===== src/rtl/vga_timing_pkg.sv =====
// rtl/vga_timing_pkg.sv - shared 640x480@60 timing constants and axis state encoding
package vga_timing_pkg;

  localparam int CNT_W = 10;

  localparam int DEF_H_ACTIVE = 640;
  localparam int DEF_H_FP     = 16;
  localparam int DEF_H_SYNC   = 96;
  localparam int DEF_H_BP     = 48;
  localparam int DEF_V_ACTIVE = 480;
  localparam int DEF_V_FP     = 10;
  localparam int DEF_V_SYNC   = 2;
  localparam int DEF_V_BP     = 33;

  localparam int H_TOTAL = DEF_H_ACTIVE + DEF_H_FP + DEF_H_SYNC + DEF_H_BP;
  localparam int V_TOTAL = DEF_V_ACTIVE + DEF_V_FP + DEF_V_SYNC + DEF_V_BP;

  typedef enum logic [1:0] {
    ACTIVE = 2'd0,
    FRONT  = 2'd1,
    SYNC   = 2'd2,
    BACK   = 2'd3
  } axis_state_t;

endpackage


===== src/rtl/vga_axis_timer.sv =====
// rtl/vga_axis_timer.sv - one timing axis: wrapping counter plus ACTIVE/FRONT/SYNC/BACK FSM
module vga_axis_timer
  import vga_timing_pkg::*;
#(
  parameter int ACT_LEN  = DEF_H_ACTIVE,
  parameter int FP_LEN   = DEF_H_FP,
  parameter int SYNC_LEN = DEF_H_SYNC,
  parameter int BP_LEN   = DEF_H_BP
) (
  input  logic             clk,
  input  logic             rst,
  input  logic             step,
  output logic [CNT_W-1:0] cnt,
  output axis_state_t      state,
  output logic             last
);

  localparam logic [CNT_W-1:0] A_END = CNT_W'(ACT_LEN);
  localparam logic [CNT_W-1:0] F_END = CNT_W'(ACT_LEN + FP_LEN);
  localparam logic [CNT_W-1:0] S_END = CNT_W'(ACT_LEN + FP_LEN + SYNC_LEN);
  localparam logic [CNT_W-1:0] LAST  = CNT_W'(ACT_LEN + FP_LEN + SYNC_LEN + BP_LEN - 1);

  logic [CNT_W-1:0] cnt_nxt;

  assign last    = (cnt == LAST);
  assign cnt_nxt = cnt + 1'b1;

  // State is updated together with the count so it always describes cnt.
  always_ff @(posedge clk) begin
    if (rst) begin
      cnt   <= '0;
      state <= ACTIVE;
    end else if (step) begin
      if (last) begin
        cnt   <= '0;
        state <= ACTIVE;
      end else begin
        cnt <= cnt_nxt;
        case (state)
          ACTIVE:  if (cnt_nxt == A_END) state <= FRONT;
          FRONT:   if (cnt_nxt == F_END) state <= SYNC;
          SYNC:    if (cnt_nxt == S_END) state <= BACK;
          default: state <= state;
        endcase
      end
    end
  end

endmodule


===== src/rtl/vga_timing_ctrl.sv =====
// rtl/vga_timing_ctrl.sv - VGA sync/pixel timing with per-line prefetch request and underrun flag
module vga_timing_ctrl
  import vga_timing_pkg::*;
#(
  parameter int H_ACTIVE = DEF_H_ACTIVE,
  parameter int H_FP     = DEF_H_FP,
  parameter int H_SYNC   = DEF_H_SYNC,
  parameter int H_BP     = DEF_H_BP,
  parameter int V_ACTIVE = DEF_V_ACTIVE,
  parameter int V_FP     = DEF_V_FP,
  parameter int V_SYNC   = DEF_V_SYNC,
  parameter int V_BP     = DEF_V_BP
) (
  input  logic             clk_25,
  input  logic             rst,
  input  logic             en,
  input  logic             line_ack,
  input  logic             clr_underrun,
  output logic             hsync,
  output logic             vsync,
  output logic             video_on,
  output logic [CNT_W-1:0] pixel_x,
  output logic [CNT_W-1:0] pixel_y,
  output logic             frame_start,
  output logic             line_req,
  output logic [CNT_W-1:0] line_num,
  output logic             underrun
);

  localparam logic [CNT_W-1:0] H_REQ_AT = CNT_W'(H_ACTIVE);
  localparam logic [CNT_W-1:0] V_LINES  = CNT_W'(V_ACTIVE);

  logic [CNT_W-1:0] h_cnt, v_cnt, nxt_line;
  axis_state_t      h_state, v_state;
  logic             h_last, v_last, h_wrap, visible, underrun_set;

  vga_axis_timer #(
    .ACT_LEN (H_ACTIVE),
    .FP_LEN  (H_FP),
    .SYNC_LEN(H_SYNC),
    .BP_LEN  (H_BP)
  ) u_h_timer (
    .clk  (clk_25),
    .rst  (rst),
    .step (en),
    .cnt  (h_cnt),
    .state(h_state),
    .last (h_last)
  );

  vga_axis_timer #(
    .ACT_LEN (V_ACTIVE),
    .FP_LEN  (V_FP),
    .SYNC_LEN(V_SYNC),
    .BP_LEN  (V_BP)
  ) u_v_timer (
    .clk  (clk_25),
    .rst  (rst),
    .step (h_wrap),
    .cnt  (v_cnt),
    .state(v_state),
    .last (v_last)
  );

  assign h_wrap       = en && h_last;
  assign nxt_line     = v_last ? '0 : v_cnt + 1'b1;
  assign visible      = (h_state == ACTIVE) && (v_state == ACTIVE);
  // An ack arriving in the wrap cycle still counts as a timely acceptance.
  assign underrun_set = h_wrap && line_req && !line_ack;

  always_ff @(posedge clk_25) begin
    if (rst) begin
      hsync       <= 1'b1;
      vsync       <= 1'b1;
      video_on    <= 1'b0;
      pixel_x     <= '0;
      pixel_y     <= '0;
      frame_start <= 1'b0;
      line_req    <= 1'b0;
      line_num    <= '0;
      underrun    <= 1'b0;
    end else begin
      if (en) begin
        hsync       <= (h_state != SYNC);
        vsync       <= (v_state != SYNC);
        video_on    <= visible;
        pixel_x     <= visible ? h_cnt : '0;
        pixel_y     <= visible ? v_cnt : '0;
        frame_start <= (h_cnt == '0) && (v_cnt == '0);
        if (h_wrap) begin
          line_req <= 1'b0;
        end else if ((h_cnt == H_REQ_AT) && (nxt_line < V_LINES)) begin
          line_req <= 1'b1;
          line_num <= nxt_line;
        end else if (line_ack) begin
          line_req <= 1'b0;
        end
      end else begin
        video_on    <= 1'b0;
        pixel_x     <= '0;
        pixel_y     <= '0;
        frame_start <= 1'b0;
      end
      if (underrun_set) begin
        underrun <= 1'b1;
      end else if (clr_underrun) begin
        underrun <= 1'b0;
      end
    end
  end

endmodule


===== config.mk =====
export PLATFORM = sky130hd
export DESIGN_NAME = vga_timing_ctrl
export DESIGN_NICKNAME = d
export VERILOG_FILES = /design/src/rtl/vga_timing_pkg.sv /design/src/rtl/vga_axis_timer.sv /design/src/rtl/vga_timing_ctrl.sv
export SDC_FILE = /design/constraint.sdc
export NUM_CORES = 1
export LEC_CHECK = 0
export ABC_AREA = 1
export CORE_ASPECT_RATIO = 1.25
export CORE_MARGIN = 2
export CORE_UTILIZATION = 30
export DETAILED_ROUTE_END_ITERATION = 10
export PLACE_DENSITY = 0.52
export SLEW_MARGIN = 20
export SYNTH_ARGS = -nofsm -noshare
export SYNTH_HDL_FRONTEND = slang
export SYNTH_HIERARCHICAL = 1
export SYNTH_SLANG_ARGS = --single-unit

===== constraint.sdc =====
create_clock -name clk_25 -period 2.6 [get_ports clk_25]
set_input_delay 0.26 -clock clk_25 [delete_from_list [all_inputs] [get_ports clk_25]]
set_output_delay 0.26 -clock clk_25 [all_outputs]
set_load 0.005 [all_outputs]

# Word-level counts from Yosys, hierarchy flattened
# Cells that the tools add are included.
# classes
n_addsub	2
n_lt_le_gt_ge	1
n_eq_ne	21
n_mux	17
bitwise	3
reduce_logical	21
# ops
cell	count
10-bit equality test (second input constant)	6
10-bit by 9-bit equality test with 1-bit output (second input constant)	3
10-bit by 1-bit adder with 10-bit output (second input constant)	2
10-bit zero test	2
10-bit 2-to-1 mux	2
2-bit 2-to-1 mux	8
2-bit one-hot mux with 3 select lines	2
10-bit by 9-bit < comparator with 1-bit output (second input constant)	1
5-bit AND reduction	2
3-bit by 1-bit inequality test with 1-bit output (second input constant)	3
3-bit by 2-bit inequality test with 1-bit output (second input constant)	3
4-bit nonzero test	2
1-bit logical AND	6
1-bit 2-to-1 mux	5
2-bit by 1-bit equality test with 1-bit output (second input constant)	2
2-bit equality test (second input constant)	2
2-bit zero test	2
2-bit inequality test (second input constant)	2
1-bit NOT	3
3-bit AND reduction	1
3-bit nonzero test	1
3-bit OR reduction	1
2-bit AND reduction	1
2-bit nonzero test	1
2 further kinds	2
# totals
register_bits	60
output_inout_bits	36
wordCells	78

# Longest topological paths before layout
# Gate-level depths: netlist (run 1).
# depth
ltp_word	6
depth_mapped	16
mapped_depth_nobuf	16

# Cells and area by module
# Netlist (run 1), hierarchy kept.
# by_module_without_submodules
module	n_inst	cells_per_inst	area_each_um2
vga_timing_ctrl	1	233	1640.3
vga_axis_timer (u_v_timer)	1	142	908.4
vga_axis_timer (u_h_timer)	1	130	848.3

# Worst setup path before layout (run 1)
# Ideal clock, no wire load.
# synth_timing
kind	flip-flop to flip-flop
from	register u_v_timer.cnt[2]
to	register line_num[1]
setup_time_ns	0.114
t_arrival_ns	2.093
setup_slack_ns	0.393
stages_incl_launch_ff	14
synth_period_minus_slack_ns	2.207
path_cell_list	dfxtp_1 buf_4 nand2_1 nor4_2 inv_1 o21ai_1 nand2_1 nand2_1 nor2_2 nand3_4 nand3_4 buf_6 nor2_1 nor2_2
# synth_between
elab_chain_cells	5
word_cells_on_any_way	6
cone_classes	1 x add/sub; 1 x order compare; 1 x eq/ne; 1 x mux; 2 x reduce/logical
# synth_rtl
element	line	rtl
start, declared	vga_axis_timer.sv:13	output logic [CNT_W-1:0] cnt,
start signal, assigned	vga_axis_timer.sv:38	cnt <= cnt_nxt;
10-bit equality test *	vga_axis_timer.sv:25	assign last = (cnt == LAST);
named net v_last	vga_timing_ctrl.sv:35	logic h_last, v_last, h_wrap, visible, underrun_set;
10-bit 2-to-1 mux *	vga_timing_ctrl.sv:66	assign nxt_line = v_last ? '0 : v_cnt + 1'b1;
10-bit by 9-bit < comparator with 1-bit output	vga_timing_ctrl.sv:92	end else if ((h_cnt == H_REQ_AT) && (nxt_line < V_LINES)) begin
1-bit logical AND	vga_timing_ctrl.sv:92	
3-bit AND reduction (no source line)	-	
end signal, assigned	vga_timing_ctrl.sv:94	line_num <= nxt_line;
end, declared	vga_timing_ctrl.sv:26	output logic [CNT_W-1:0] line_num,
# The timed path passes the listed nets; every way through them passes the cells marked *.
# A chain may end at the register's enable or synchronous reset.

# Worst setup path in the final report (run 1)
# layout_timing
from	register u_h_timer.cnt[0]
to	register u_v_timer.state[0]
# layout_between
elab_chain_cells	3
# layout_rtl
element	line	rtl
start, declared	vga_axis_timer.sv:13	
start signal, assigned	vga_axis_timer.sv:38	
10-bit equality test	vga_axis_timer.sv:25	
named net h_last	vga_timing_ctrl.sv:35	
1-bit logical AND	vga_timing_ctrl.sv:65	assign h_wrap = en && h_last;
named net h_wrap	vga_timing_ctrl.sv:35	
5-bit AND reduction (no source line)	-	
end signal, assigned	vga_axis_timer.sv:43	default: state <= state;
end, declared	vga_axis_timer.sv:14	output axis_state_t state,
# The timed path passes the listed nets, and every way through them passes these cells.

==> reports/metrics.yaml, run 1 <==
status: "complete, no violations"
die-height_microns: 123
grt_pass1_wl_microns: 14300
crit_path_start_kind: "flop"
drc: 0
wl_per_cell_microns: 12.2
reg2reg_to: "u_v_timer/state[0]"
cts_setup_buffers: 0
path_class: "flop to flop"
fmax_ghz: 0.443
avgViaCountPerCell: 4.58
r2r_slack_ns: 0.34
fin_tns_setup_ns: 0
final_cell_mix: "nand2_1 (132), inv_1 (82), nor2_1 (63)"
worstPathMaxFanout: 10
vias: 3209
p_leak_nw: 1.74
initial_core_util_pct: 30.7
fp.dieArea_sq_mm: 0.0122
drt_iter0_drc: 144
timing_hold_violations_final: 0
synth_area_sq_mm: 0.00340
rsz0062_at_grt: "no"
required_ns: 2.87
synth_warnings: 6
cts_buffers: 9
io_buffers: 40
ir_drop_v: 0.000255
synthCells: 505
grtUsageTotal_pct: 14.8
grt_start_max_net_pins: 25
power.density_mw_per_mm2: 551
cp.arrival_ns: 2.53
antenna_found_initial: 0
finalNonFillerCells: 701
hold_ws_ns: 0.455
max_stage_delay_ns: 0.45
core_area_sq_mm: 0.0111
io_pins: 41
whs_endpoint: "line_num[9]"
clk_pin_slew_worst_paths_ns: 0.06
ant_nets: 0
fin_util_pct: 39.5
hpwl_microns: 6560
cts_tree: "done"
synthFlopType: "dfxtp_1"
worst-path-buf-inv: 4
grt_pass1_vias: 3056
gp_congestion: 0.922
die_w_microns: 99.2
fin_crit_ns: 2.26
synth_edf_count: 0
synthToLayoutAreaGrowth_pct: 28.8
num_rows: 43
reg2reg_from: "u_h_timer/cnt[0]"
hp-start: "line_num[9]"
clock_latency_ns: 0.33
skew_ns: 0.00651
crit_path_cell_trace: "ha_1 -> nand2_2 -> nor2_4 -> nand4_1 -> inv_1 -> nand2_1 -> inv_1 -> inv_2 -> nor2_2 -> inv_1 -> nor2_2 -> nand2_1 -> a21oi_2"
layout_commonest_cell: "nand2_1"
synth_nets: 523
first_pass_iters: 4
tightestPinTransition_ns: 0.423
overflow: 0
slew_violations: 0
cpLargestDelayFamily: "simple AND/OR/NAND/NOR gates"
synth_cell_types: 35
synth.avg_cell_area_sq_um: 6.73
root_buffer: "clkbuf_16"
hold_buffers: 0
synth_seq_cells: 60
drive_above_1_share_pct: 14.3
clock_sinks: 60
max_cap_violations: 0
slew-limit-headroom_pct: 71.8
hp-class: "flop to flop"
finalSetupViolations: 0
wl_microns: 8540
hold_depth: 2
synth_seq_area_share_pct: 35.4
crit_top_cell: "inv_1"
antennaDiodeCount: 0
final_net_count: 579
htreeDepth: 3
cts.repair.resized: 0
dp.cells: 685
clockBufferDepth: 2
ff2ff_path_depth: 13
crit_path_end_kind: "flop"
power.total_mw: 2.41
cp_slowest_cell: "dfxtp_1"
async_reset_ff_share_pct: 0
min_period_over_period_pct: 86.9
how the worst max path moves through the flow:
stage | startpoint | end | slack, ns | cells after the start
6_report | u_h_timer/cnt[0] | u_v_timer/state[0] | 0.34 | 13
5_1_grt | u_h_timer/cnt[0] | u_v_timer/state[1] | 0.12 | 13
4_1_cts | u_h_timer/cnt[0] | u_v_timer/state[0] | 0.33 | 13
3_5_place_dp | u_h_timer/cnt[0] | u_v_timer/state[0] | 0.36 | 13
3_3_place_gp | u_h_timer/cnt[0] | u_v_timer/state[0] | 0.46 | 13
2_1_floorplan | u_v_timer/cnt[2] | line_num[1] | 0.39 | 13
state kept, by name, summed over array words and instances (netlist names):
name,count
underrun,1
vsync,1
line_num,10
u_v_timer/cnt,10
u_h_timer/cnt,10
u_v_timer/state,2
line_req,1
u_h_timer/state,2
video_on,1
hsync,1
pixel_x,10
pixel_y,10
frame_start,1
worst register-to-register path, stage by stage (launching register included):
cell     delay, ns
dfxtp_1       0.45
ha_1          0.25
nand2_2       0.08
nor2_4        0.19
nand4_1       0.16
inv_1         0.15
nand2_1       0.06
inv_1         0.08
inv_2         0.09
nor2_2        0.27
inv_1         0.09
nor2_2        0.12
nand2_1       0.07
a21oi_2       0.12
per-layer routing:
metal,part of all wire [%],track usage [%]
met1,44,17.5
met2,50,26.0
met3,4.1,3.05
met4,1.9,6.59
met5,0,0
power by group:
part           leakage (nW)  switching (mW)  total [mW]  internal, mW
sequential            0.485         0.00847       0.937         0.928
combinational          1.10          0.0478      0.0816        0.0338
clock                 0.162           0.451        1.39         0.940
through the flow:
step	cell area, sq um	setup WS [ns]
finish	4370	0.340
global route	4370	0.124
CTS	4370	0.331
detailed placement	4030	0.359
global placement	4030	0.456
floorplan	3400	0.393
cell usage after synthesis (2+ instances only):
cell      instances  area, sq um
a211oi_1          3         22.5
a21oi_1          27          135
a21oi_2           2         17.5
buf_2             3         15.0
clkbuf_1          2         7.51
clkinv_1          3         11.3
dfxtp_1          60         1200
ha_1             13          163
inv_1            82          308
inv_2             3         11.3
nand2_1         132          495
nand2_2          12         75.1
nand2_4           2         22.5
nand3_1          24          120
nand3_2           7         70.1
nand3_4           2         35.0
nand3b_1          2         15.0
nand4_1          13         81.3
nor2_1           63          236
nor2_2           16          100
nor2_4            5         56.3
nor3_1            5         25.0
nor4_1            3         18.8
o21ai_0           8         40.0
xor2_1            3         26.3
cell type report:
| type | count | area, sq um |
|---|---|---|
| Fill cell | 1137 | 6710 |
| Multi-Input combinational cell | 349 | 1820 |
| Sequential cell | 60 | 1200 |
| Timing Repair Buffer | 53 | 510 |
| Inverter | 88 | 330 |
| Clock buffer | 9 | 225 |
| Tap cell | 135 | 169 |
| Clock inverter | 7 | 123 |
kinds of logic after synthesis:
group,after synthesis,synth area share [%]
fa+ha+maj,13,4.79
flops,60,35.4
simple gates,289,40.6
xor+xnor,3,0.774
compound gates,44,7.29
buf+inv,96,11.2
No activity file was read; power rests on OpenSTA's default activity.
==> inputs of run 2 (changes only) <==
--- a/config.mk
+++ b/config.mk
@@ -7,7 +7,6 @@
 export LEC_CHECK = 0
 export ABC_AREA = 1
 export CORE_ASPECT_RATIO = 1.25
-export CORE_MARGIN = 2
 export CORE_UTILIZATION = 30
 export DETAILED_ROUTE_END_ITERATION = 10
 export PLACE_DENSITY = 0.52
==> run 2 against run 1 <==
Core utilization unchanged. Worst hold slack about the same. Clock power about the same. Critical path depth down 2. Non-clock buffer count unchanged. Clock-buffer cell count unchanged. Via count up 0.81%. Largest power group unchanged. Clock skew down 0.0013 ns. Critical endpoint is now line_num[8]. Final area unchanged. Power up 0.35%.
==> reports/metrics.yaml, run 2 (same netlist as run 1, synthesis figures left out) <==
status: "complete, no violations"
cp.arrival_ns: 2.46  # -0.07 ns
max_cap_violations: 0  # unchanged
die_w_microns: 97.2  # -2.0%
p_int_mw: 1.90  # about the same
grtUsageTotal_pct: 16.1  # +1.2 points
use_met1_pct: 17.9  # +0.35 points
root_buffer: "clkbuf_16"
finalSetupViolations: 0  # unchanged
wl_microns: 8790  # +2.9%
num_rows: 43  # unchanged
p_clk_share_pct: 58.0  # +0.3 points
pwr-share-comb_pct: 3.3  # about the same
fin_area_sq_mm: 0.00437  # unchanged
initial_core_util_pct: 30.7  # unchanged
gp_congestion: 0.884  # -4.1%
power.density_mw_per_mm2: 553  # +0.35%
placed_area_sq_mm: 0.00403  # unchanged
antenna_found_initial: 0  # unchanged
fin_tns_setup_ns: 0  # unchanged
wl_per_cell_microns: 12.5  # +2.9%
drt_iter0_drc: 161  # +12%
worst_slack_ns: 0.373  # +0.0330 ns
clk_pin_slew_worst_paths_ns: 0.06  # about the same
n_fill_cell: 1191  # +4.7%
cp_slowest_cell: "dfxtp_1"
core_area_sq_mm: 0.0111  # unchanged
grt_util_met3_pct: 4.44  # +1.4 points
rsz0062_at_grt: "no"
io_buffers: 40  # unchanged
hold_ws_ns: 0.455  # +0.0000500 ns
fp.dieArea_sq_mm: 0.0118  # -3.6%
slew-limit-headroom_pct: 63.0  # -8.8 points
clock_latency_ns: 0.34  # about the same
fin_crit_ns: 2.23  # -0.0330 ns
grt_pass1_wl_microns: 14900  # +4.1%
first_pass_iters: 6  # +2
tightestPinTransition_ns: 0.553  # +0.130 ns
layout_commonest_cell: "nand2_1"
grt_start_max_net_pins: 24  # -4.0%
skew_ns: 0.00526  # -0.00126 ns
synthToLayoutAreaGrowth_pct: 28.8  # unchanged
power.total_mw: 2.42  # +0.35%
hpwl_microns: 6780  # +3.3%
path_class: "flop to flop"
final_net_count: 579  # unchanged
avgViaCountPerCell: 4.61  # +0.81%
multi_input_area_sq_mm: 0.00182  # unchanged
slew_violations: 0  # unchanged
overflow: 0  # unchanged
cts_tree: "done"
die-height_microns: 121  # -1.6%
worstPathMaxFanout: 14  # +4
final_cell_mix: "nand2_1 (132), inv_1 (82), nor2_1 (63)"
crit_path_cell_trace: "or2_2 -> nor4_2 -> inv_1 -> o21ai_1 -> nand2_1 -> nand2_1 -> nor2_2 -> nand3_4 -> nand3_4 -> nor2_1 -> nor2_2"
dp.cells: 685  # unchanged
htreeDepth: 3  # unchanged
fmax_ghz: 0.449  # +1.5%
timing_hold_violations_final: 0  # unchanged
vias: 3235  # +0.81%
required_ns: 2.83  # -0.04 ns
cts_buffers: 9  # unchanged
crit_path_end_kind: "flop"
post-place-ws_ns: 0.350  # -0.00866 ns
grt_pass1_vias: 3164  # +3.5%
crit_path_start_kind: "flop"
cts_setup_buffers: 0  # unchanged
p_leak_nw: 1.75  # about the same
hp-class: "flop to flop"
io_pins: 41  # unchanged
max_stage_delay_ns: 0.44  # about the same
min_period_over_period_pct: 85.6  # -1.3 points
seq_power_share_pct: 38.7  # -0.2 points
ir_drop_v: 0.000236  # -7.6%
gr-usage-met2_pct: 28.5  # +2.5 points
fin_util_pct: 39.5  # unchanged
drive_above_1_share_pct: 14.3  # unchanged
clock_sinks: 60  # unchanged
busiest_layer: "met2"
ant_nets: 0  # unchanged
cts.repair.resized: 0  # unchanged
hold_buffers: 0  # unchanged
switching_share_pct: 21.4  # +0.30 points
antennaDiodeCount: 0  # unchanged
drc: 0  # unchanged
finalNonFillerCells: 701  # unchanged
regArea_sq_mm: 0.00120  # unchanged
clockBufferDepth: 2  # unchanged
switching_power_mw: 0.516  # +1.8%
## run 2: cell types whose count changed in the layout (fill, tap and decap cells not counted)
| cell | before | now |
|---|---|---|
| clkinv_4 | 1 | 0 |
| inv_6 | 1 | 2 |
## run 2: area by class of cell
type,count,area share (%)
timing repair buffer,53,11.7
inverter,88,7.55
sequential,60,27.5
clock inverter,7,2.80
tap,135,3.86
clock buffer,9,5.15
multi-input combinational,349,41.5
## run 2: metal layers
metal  vias up  share of wire, %
li1       1680                 -
met1      1481                44
met2        58                50
met3        16               3.5
met4         0               2.2
met5         -                 0
## run 2: worst paths after layout
check                        start     endpoint  slack [ns]  cells past startpoint
setup / recovery  u_v_timer/cnt[5]  line_num[8]        0.37                     11
hold / removal         line_num[9]  line_num[9]        0.46                      2
setup reg to reg  u_v_timer/cnt[5]  line_num[8]        0.37                     11
hold reg to reg        line_num[9]  line_num[9]        0.46                      2
## run 2: worst max-delay path: cells and delay by family (launching register included)
kind,cells,cell delay (ns)
buffers and inverters,1,0.19
AND/OR/NAND/NOR,9,1.34
AO/OA/AOI/OAI,1,0.14
flip-flops,1,0.44
## run 2: power groups by stage
stage / Combinational (mW) / Clock (mW) / Sequential [mW]
after floorplan: 0.0406 / 0 / 0.955
after global placement: 0.0805 / 0 / 0.956
after detailed placement: 0.0803 / 0 / 0.957
after CTS: 0.0805 / 1.44 / 0.937
after global routing: 0.0872 / 1.48 / 0.938
final: 0.0795 / 1.40 / 0.937
